$ cat config.mk
export PLATFORM = sky130hd
export DESIGN_NAME = axis_frame_source
export DESIGN_NICKNAME = d
export VERILOG_FILES = /design/src/rtl/axis_frame_source.sv
export SDC_FILE = /design/constraint.sdc
export NUM_CORES = 1
export LEC_CHECK = 0
export ABC_AREA = 1
export CAP_MARGIN = 20
export CORE_MARGIN = 5
export CORE_UTILIZATION = 65
export CTS_CLUSTER_SIZE = 24
export DETAILED_ROUTE_END_ITERATION = 10
export GPL_TIMING_DRIVEN = 0
export PLACE_DENSITY = 0.82
export SYNTH_ARGS = -nofsm -noshare
export SYNTH_HDL_FRONTEND = slang
export SYNTH_SLANG_ARGS = --single-unit
$ cat constraint.sdc
create_clock -name aclk -period 7.75 [get_ports aclk]
set_input_delay 2.325 -clock aclk [delete_from_list [all_inputs] [get_ports aclk]]
set_output_delay 2.325 -clock aclk [all_outputs]
set_load 0.005 [all_outputs]
$ cat src/rtl/axis_frame_source.sv
// AXI-Stream frame source: samples -> FWFT FIFO -> framed beats.
// Frames are closed with zero pad beats when capture stops mid-frame.
module axis_frame_source #(
  parameter int FIFO_DEPTH = 16,
  parameter int FRAME_LEN  = 256
) (
  input  logic        aclk,
  input  logic        aresetn,
  input  logic        enable,
  input  logic [15:0] sample_data,
  input  logic        sample_valid,
  output logic [15:0] tdata,
  output logic [1:0]  tstrb,
  output logic [1:0]  tkeep,
  output logic        tlast,
  output logic        tuser,
  output logic        tvalid,
  input  logic        tready,
  output logic        overflow,
  input  logic        overflow_clr,
  output logic        busy
);

  localparam int AW = $clog2(FIFO_DEPTH);

  localparam logic [1:0] IDLE  = 2'd0;
  localparam logic [1:0] RUN   = 2'd1;
  localparam logic [1:0] DRAIN = 2'd2;

  localparam logic [15:0] LAST_CNT = 16'(FRAME_LEN - 1);
  localparam logic [AW:0] PTR_ONE  = (AW+1)'(1);

  logic [1:0]  state;
  logic [1:0]  state_nx;
  logic [15:0] mem [FIFO_DEPTH];
  logic [AW:0] wr_ptr;
  logic [AW:0] rd_ptr;
  logic [15:0] beat_cnt;

  logic empty;
  logic full;
  logic wr_en;
  logic rd_en;
  logic drop;
  logic pad;
  logic xfer;

  // Extra pointer MSB distinguishes full from empty.
  assign empty = (wr_ptr == rd_ptr);
  assign full  = (wr_ptr[AW] != rd_ptr[AW]) &&
                 (wr_ptr[AW-1:0] == rd_ptr[AW-1:0]);

  assign wr_en = (state == RUN) && sample_valid && !full;
  assign drop  = (state == RUN) && sample_valid && full;
  assign pad   = (state == DRAIN) && empty && (beat_cnt != '0);

  assign tvalid = !empty || pad;
  assign xfer   = tvalid && tready;
  assign rd_en  = xfer && !empty;

  assign tdata = empty ? 16'h0000 : mem[rd_ptr[AW-1:0]];
  assign tkeep = empty ? 2'b00 : 2'b11;
  assign tstrb = tkeep;
  assign tuser = tvalid && (beat_cnt == '0);
  assign tlast = tvalid && (beat_cnt == LAST_CNT);
  assign busy  = (state != IDLE);

  // Capture session control; DRAIN only exits on a frame boundary.
  always_comb begin
    state_nx = state;
    unique case (state)
      IDLE:    if (enable) state_nx = RUN;
      RUN:     if (!enable) state_nx = DRAIN;
      DRAIN:   if (empty && (beat_cnt == '0)) state_nx = IDLE;
      default: state_nx = IDLE;
    endcase
  end

  // State register.
  always_ff @(posedge aclk or negedge aresetn) begin
    if (!aresetn) state <= IDLE;
    else          state <= state_nx;
  end

  // Sample storage; contents are don't-care while the FIFO is empty.
  always_ff @(posedge aclk) begin
    if (wr_en) mem[wr_ptr[AW-1:0]] <= sample_data;
  end

  // FIFO pointers.
  always_ff @(posedge aclk or negedge aresetn) begin
    if (!aresetn) begin
      wr_ptr <= '0;
      rd_ptr <= '0;
    end else begin
      if (wr_en) wr_ptr <= wr_ptr + PTR_ONE;
      if (rd_en) rd_ptr <= rd_ptr + PTR_ONE;
    end
  end

  // Position within the frame, advanced by data and pad beats alike.
  always_ff @(posedge aclk or negedge aresetn) begin
    if (!aresetn)                    beat_cnt <= '0;
    else if (xfer && tlast)          beat_cnt <= '0;
    else if (xfer)                   beat_cnt <= beat_cnt + 16'd1;
  end

  // Sticky drop flag; a new drop beats a simultaneous clear.
  always_ff @(posedge aclk or negedge aresetn) begin
    if (!aresetn)          overflow <= 1'b0;
    else if (drop)         overflow <= 1'b1;
    else if (overflow_clr) overflow <= 1'b0;
  end

endmodule

==> metrics.yaml, run 1 <==
synthesis:
  synth-compound-area-share_pct: 7.318
  synth_mux_area_share_pct: 0
  synthCells: 1117
  synth_edf_count: 256
  ys.flop_type: "edfxtp_1"
  synth-xor-area-share_pct: 1.009
  synth-simple-area-share_pct: 18.22
  synth_fa_ha_area_share_pct: 0.7205
  synth_top_family_by_area: "simple AND/OR/NAND/NOR gates"
  yosys.cell_types.count: 30
  yosysWarningCount: 0
  synth_nets: 1146
  seq_area_frac_synth_pct: 69.21
  synth.avg_cell_area_sq_um: 10.88
  syn_area_sq_um: 12160
  async_reset_ff_share_pct: 10.18
  synth-seq-cells: 285
placed_design:
  place_ws_ns: 2.667
  gp_congestion: 0.9017
  io_buffers: 46
  numPlacedInstances: 1411
  hpwl_mm: 19.82
clocking:
  cts_setup_buffers: 0
  holdBufCountCts: 0
  cts_buffers: 28
  clk-insertion-delay-late_ns: 0.55
  cts_root_buffer: "clkbuf_16"
  htreeDepth: 1
  clk_pin_slew_ns: 0.06
  cts_buffer_depth: 3
  ctsResizeCount: 0
  cts_tree: "done"
  cts_num_sinks: 285
worst_setup_path:
  required_ns: 5.43
  crit_fanout: 10
  setup.worst_path.end_class: "primary output"
  reg2reg_from: "rd_ptr[0]$_DFFE_PN0P_"
  startpoint_type: "flip-flop"
  arrival_ns: 3.47
  worstReg2RegEnd: "mem[1][6]$_DFFE_PP_"
  rr_worst_depth: 10
  cp-startpoint: "rd_ptr[0]$_DFFE_PN0P_"
  path_class: "reg -> out"
  regToRegSetupSlack_ns: 4.94
hold_path:
  hold_end: "state[0]$_DFFE_PN0P_"
  min_path_type: "reg -> reg"
  min_path_cells: 1
  worstHoldStart: "state[1]$_DFFE_PN0P_"
sta:
  fin_crit_ns: 5.791
  rsz0062_at_grt: "false"
  finalWorstSetupSlack_ns: 1.959
  slew-limit-headroom_pct: 33.61
  worst_slew_pin_slew_ns: 0.9948
  hold_ws_ns: 0.4407
  skew_ns: 0.01989
  setup-tns-final_ns: 0
  post-route-period-util_pct: 74.73
  hold_violations: 0
  fmax_mhz: 172.7
  final_max_slew_viol_count: 0
  finalSetupViolCount: 0
job:
  cap_violations: 0
finish:
  layout-drive-gt1-share_pct: 8.306
  final_cell_mix: "nor2_1 (268), edfxtp_1 (256), nand2_1 (173)"
  area_delta_synth_final_pct: 16.04
  fin_nets: 1236
  num_antenna_cells: 0
  fin_cells: 1462
  final_common_cell: "nor2_1"
drt:
  ant_nets: 0
  firstDrtPassIters: 5
  vias_per_cell: 5.941
  first_iter_violations: 887
  wire_per_inst_um: 20.17
  drc: 0
  drt_wl_total_mm: 29.50
  vias: 8686
pwr:
  max-vdd-ir-drop_uv: 259.8
  power_density_nw_per_um2: 368.6
  leakagePower_nw: 5.162
outcome:
  status: "completed"
floorplanning:
  start_util_pct: 65.43
  die_width_um: 146.8
  dieArea_sq_um: 21540
  row_count: 50
  die_h_um: 146.8
  ios: 47
  core_sq_um: 18580
global_route:
  grt_pass1_wl_mm: 46.84
  grt_max_degree: 18
  grt_usage_pct: 27.69
  antenna_found_initial: 0
  grt_overflow: 0
  grt_pass1_vias: 8684
logic make-up (layout without fill, tap and decap cells):
| group | after synthesis | in the layout |
|---|---|---|
| xor gates and xnor gates | 14 | 14 |
| buffers and inverters | 103 | 214 |
| and+or+nand+nor | 540 | 540 |
| adders and majority gates | 7 | 7 |
| DFF | 285 | 285 |
| AOI/OAI and AO/OA | 168 | 168 |
sequential cells by signal, indices dropped and copies added (netlist names):
signal	count
overflow	1
beat_cnt	16
mem	256
wr_ptr	5
state	2
rd_ptr	5
layout make-up:
cell class,instances,area (sq um)
plain buffers,57,256.5
clock buffers,38,779.5
clock inverters,13,187.7
fillers,1152,4474
inverters,46,172.7
multi-input cells,729,3382
flip-flops and latches,285,8413
well taps,234,292.8
repair buffers,60,621.8
metrics by stage:
step | cell area, sq um | power, mW | util, %
after global placement | 12910 | 3.663 | 69.48
final | 14110 | 5.200 | 75.92
after detailed placement | 13140 | 3.753 | 70.71
after global routing | 14110 | 5.468 | 75.92
after CTS | 14110 | 5.178 | 75.92
after floorplan | 12160 | 2.968 | -
cells in the mapped netlist, drive strengths merged, types with 2 or more instances:
library cell,count,area [sq um]
nor2,273,1049
edfxtp,256,7687
nand2,177,684.4
o21ai,129,645.6
nand3,56,280.3
inv,45,168.9
buf,31,158.9
dfrtp,29,725.7
clkbuf,26,97.59
a21oi,19,95.09
nand4,16,100.1
o211ai,16,120.1
nor3,13,65.06
xor2,12,105.1
ha,7,87.58
nand3b,3,22.52
o21bai,3,22.52
xnor2,2,17.52
critical path: stages (launching register included):
cell and delay, ns:
dfrtp_1 0.51, clkbuf_1 0.48, buf_2 0.37, nor2_1 0.10, nor2_1 0.11, o21ai_0 0.12, nand2_1 0.15, nand2_1 0.07
nand2_1 0.11, inv_1 0.05, a21oi_1 0.27, clkdlybuf4s50_1 0.57
worst max path at each step:
stage,to,slack [ns],cells after the start
3_3_place_gp,mem[2][8]$_DFFE_PP_,2.10,6
2_1_floorplan,mem[12][0]$_DFFE_PP_,3.41,5
3_5_place_dp,tdata[5],2.67,11
4_1_cts,tdata[5],2.07,11
5_1_grt,tdata[5],1.91,11
6_report,tdata[5],1.96,11
power by group:
part	switching (mW)	internal (mW)
Combinational	1.26	0.689
Clock	0.550	0.866
Sequential	0.0683	1.76
per-layer routing:
metal | share of wire [%] | up-vias | wire length (um) | track usage [%]
met4 | 3.0 | 0 | 875 | 9.313
met1 | 39 | 4118 | 11360 | 38.30
li1 | - | 4026 | - | -
met2 | 49 | 472 | 14530 | 46.19
met3 | 9.3 | 70 | 2736 | 3.671
met5 | 0 | - | 0 | 0
No activity file was read; power rests on OpenSTA's default activity.
==> inputs of run 2 (changes only) <==
--- a/config.mk
+++ b/config.mk
@@ -8,11 +8,11 @@
 export ABC_AREA = 1
 export CAP_MARGIN = 20
 export CORE_MARGIN = 5
-export CORE_UTILIZATION = 65
+export CORE_UTILIZATION = 55
 export CTS_CLUSTER_SIZE = 24
 export DETAILED_ROUTE_END_ITERATION = 10
 export GPL_TIMING_DRIVEN = 0
-export PLACE_DENSITY = 0.82
+export PLACE_DENSITY = 0.74
 export SYNTH_ARGS = -nofsm -noshare
 export SYNTH_HDL_FRONTEND = slang
 export SYNTH_SLANG_ARGS = --single-unit
==> constraint.sdc (replaced) <==
create_clock -name aclk -period 4.78 [get_ports aclk]
set_input_delay 1.434 -clock aclk [delete_from_list [all_inputs] [get_ports aclk]]
set_output_delay 1.434 -clock aclk [all_outputs]
set_load 0.005 [all_outputs]
==> metrics.yaml, run 2 (synthesis gave the netlist of run 1 again) <==
outcome:
  status: "completed"
drt:
  ant_nets: 0  # unchanged
  wl_met1_mm: 12.22  # +7.6%
  routed.top_layer: "met4"
  wl_met3_mm: 2.694  # -1.5%
  firstDrtPassIters: 5  # unchanged
  first_iter_violations: 803  # -9.5%
  drc: 0  # unchanged
  vias_per_cell: 5.692  # -4.2%
  drt_wl_total_mm: 29.51  # about the same
  routed-wl-met2_mm: 13.88  # -4.5%
  wire_per_inst_um: 19.60  # -2.9%
  vias: 8572  # -1.3%
sta:
  finalSetupViolCount: 0  # unchanged
  skew_ns: 0.02239  # +0.002506 ns
  slew-limit-headroom_pct: 40.34  # +6.7 points
  post-route-period-util_pct: 96.23
  worst_slew_pin_slew_ns: 0.8921  # -0.1027 ns
  fin_crit_ns: 4.600
  fmax_mhz: 217.4
  rsz0062_at_grt: "false"
  hold_violations: 0  # unchanged
  final_max_slew_viol_count: 0  # unchanged
hold_path:
  worstHoldStart: "state[1]$_DFFE_PN0P_"
  min_path_type: "reg -> reg"
  min_path_cells: 1  # unchanged
  hold_end: "state[0]$_DFFE_PN0P_"
floorplanning:
  die_width_um: 158.7  # +8.1%
  start_util_pct: 55.70  # -9.7 points
  core_sq_um: 21820  # +17%
  ios: 47  # unchanged
  die_h_um: 158.7  # +8.1%
  row_count: 54  # +8.0%
  dieArea_sq_um: 25180  # +17%
finish:
  area_delta_synth_final_pct: 16.57
  fin_nets: 1236  # unchanged
  largest_reg_flops: 256  # unchanged
  final-seq-area_sq_um: 8413  # unchanged
  final_cell_area_sq_um: 14170  # +0.46%
  final_util_pct: 64.94  # -11 points
  nFillCells: 1617  # +40%
  final_common_cell: "nor2_1"
  num_antenna_cells: 0  # unchanged
  final_cell_mix: "nor2_1 (268), edfxtp_1 (256), nand2_1 (173)"
  multiInputGateArea_sq_um: 3382  # unchanged
  layout-drive-gt1-share_pct: 8.483  # +0.18 points
global_route:
  grt_pass1_wl_mm: 44.97  # -4.0%
  grt_usage_pct: 23.70  # -4.0 points
  antenna_found_initial: 0  # unchanged
  grt_pass1_vias: 7994  # -7.9%
  grt_overflow: 0  # unchanged
  grt_max_degree: 30  # +12
placed_design:
  place_area_sq_um: 13200  # +0.49%
  gp_congestion: 0.9157  # +1.6%
  io_buffers: 46  # unchanged
  hpwl_mm: 20.00  # +0.89%
clocking:
  cts_setup_buffers: 0  # unchanged
  cts_tree: "done"
  cts_buffers: 28  # unchanged
  cts_num_sinks: 285  # unchanged
  clk-insertion-delay-late_ns: 0.56  # about the same
  cts_buffer_depth: 3  # unchanged
  holdBufCountCts: 0  # unchanged
  htreeDepth: 1  # unchanged
  cts_root_buffer: "clkbuf_16"
  clk_pin_slew_ns: 0.06  # about the same
pwr:
  leakagePower_nw: 5.173  # +0.22%
  max-vdd-ir-drop_uv: 411.9  # +59%
  power_density_nw_per_um2: 593.3  # +61%
worst_setup_path:
  path_class: "reg -> out"
  path_common_cell: "nand2_1"
  regToRegSetupSlack_ns: 1.84  # -3.10 ns
  reg2reg_from: "rd_ptr[0]$_DFFE_PN0P_"
  crit_fanout: 10  # unchanged
  cpPeakStageDelay_ns: 0.57  # about the same
  cp_slowest_cell: "clkdlybuf4s50_1"
  required_ns: 3.35  # -2.08 ns
  worstPathCellList: "buf_2 > nor2_1 > clkbuf_1 > nand2_1 > nand2_1 > inv_1 > a21oi_1 > clkdlybuf4s50_1"
  worstReg2RegEnd: "mem[14][2]$_DFFE_PP_"
  setup.worst_path.end_class: "primary output"
  rr_worst_depth: 10  # unchanged
  arrival_ns: 3.17  # -0.30 ns
  startpoint_type: "flip-flop"
job:
  cap_violations: 0  # unchanged
run 2: cell types whose count changed in the layout (fill, tap and decap cells not counted), sizes merged:
cell,change
clkinv,+4
clkinvlp,-1
buf,+1
bufinv,+1
clkdlybuf4s50,-1
clkbuf,-6
run 2: through the flow:
step | hold WS [ns] | TNS (ns) | power (mW) | instances | setup WS, ns
2_1_floorplan | 0.4142 | 0 | 4.812 | 1117 | 1.326
3_3_place_gp | 0.4271 | -5.571 | 6.005 | 1443 | -0.1723
3_5_place_dp | 0.4365 | 0 | 6.105 | 1458 | 0.5796
4_1_cts | 0.4443 | 0 | 8.392 | 1507 | 0.08105
5_1_grt | 0.4646 | 0 | 8.858 | 1506 | 0.007605
6_report | 0.4396 | 0 | 8.408 | 1506 | 0.1801
run 2: cell type report:
cell class	count	area share (%)
inverters	46	1.218
flip-flops and latches	285	59.37
repair buffers	61	4.432
multi-input cells	729	23.87
clock inverters	17	1.766
plain buffers	56	1.828
well taps	280	2.472
clock buffers	32	5.050
run 2: worst max-delay path, delay by kind of cell, from the launching register on:
family                 cells  cell delay (ns)
buffers and inverters      4             1.30
AND/OR/NAND/NOR            3             0.62
flip-flops                 1             0.40
AO/OA/AOI/OAI              1             0.30
run 2: worst max path at each step:
| stage | endpoint | slack (ns) | cells past startpoint | start |
|---|---|---|---|---|
| floorplan | mem[12][0]$_DFFE_PP_ | 1.33 | 5 | sample_valid |
| global placement | mem[14][4]$_DFFE_PP_ | -0.17 | 6 | sample_valid |
| detailed placement | tdata[5] | 0.58 | 11 | rd_ptr[0]$_DFFE_PN0P_ |
| CTS | tdata[5] | 0.08 | 7 | rd_ptr[0]$_DFFE_PN0P_ |
| global route | tdata[5] | 0.008 | 9 | rd_ptr[0]$_DFFE_PN0P_ |
| finish | tdata[14] | 0.18 | 8 | rd_ptr[2]$_DFFE_PN0P_ |
run 2: what timing repair did:
action	in CTS	in global routing
endpoints found under the setup margin	1	3
hold endpoints to repair	0	0
resized for setup	1	5
run 2: per-layer routing:
layer	track usage, %	vias to the layer above
li1	-	4030
met1	33.82	4133
met2	38.46	354
met3	4.077	55
met4	5.849	0
met5	0	-
run 2: report_power, final:
part | switching [mW] | internal (mW)
Clock | 0.896 | 1.39
Sequential | 0.106 | 2.86
Combinational | 2.03 | 1.12
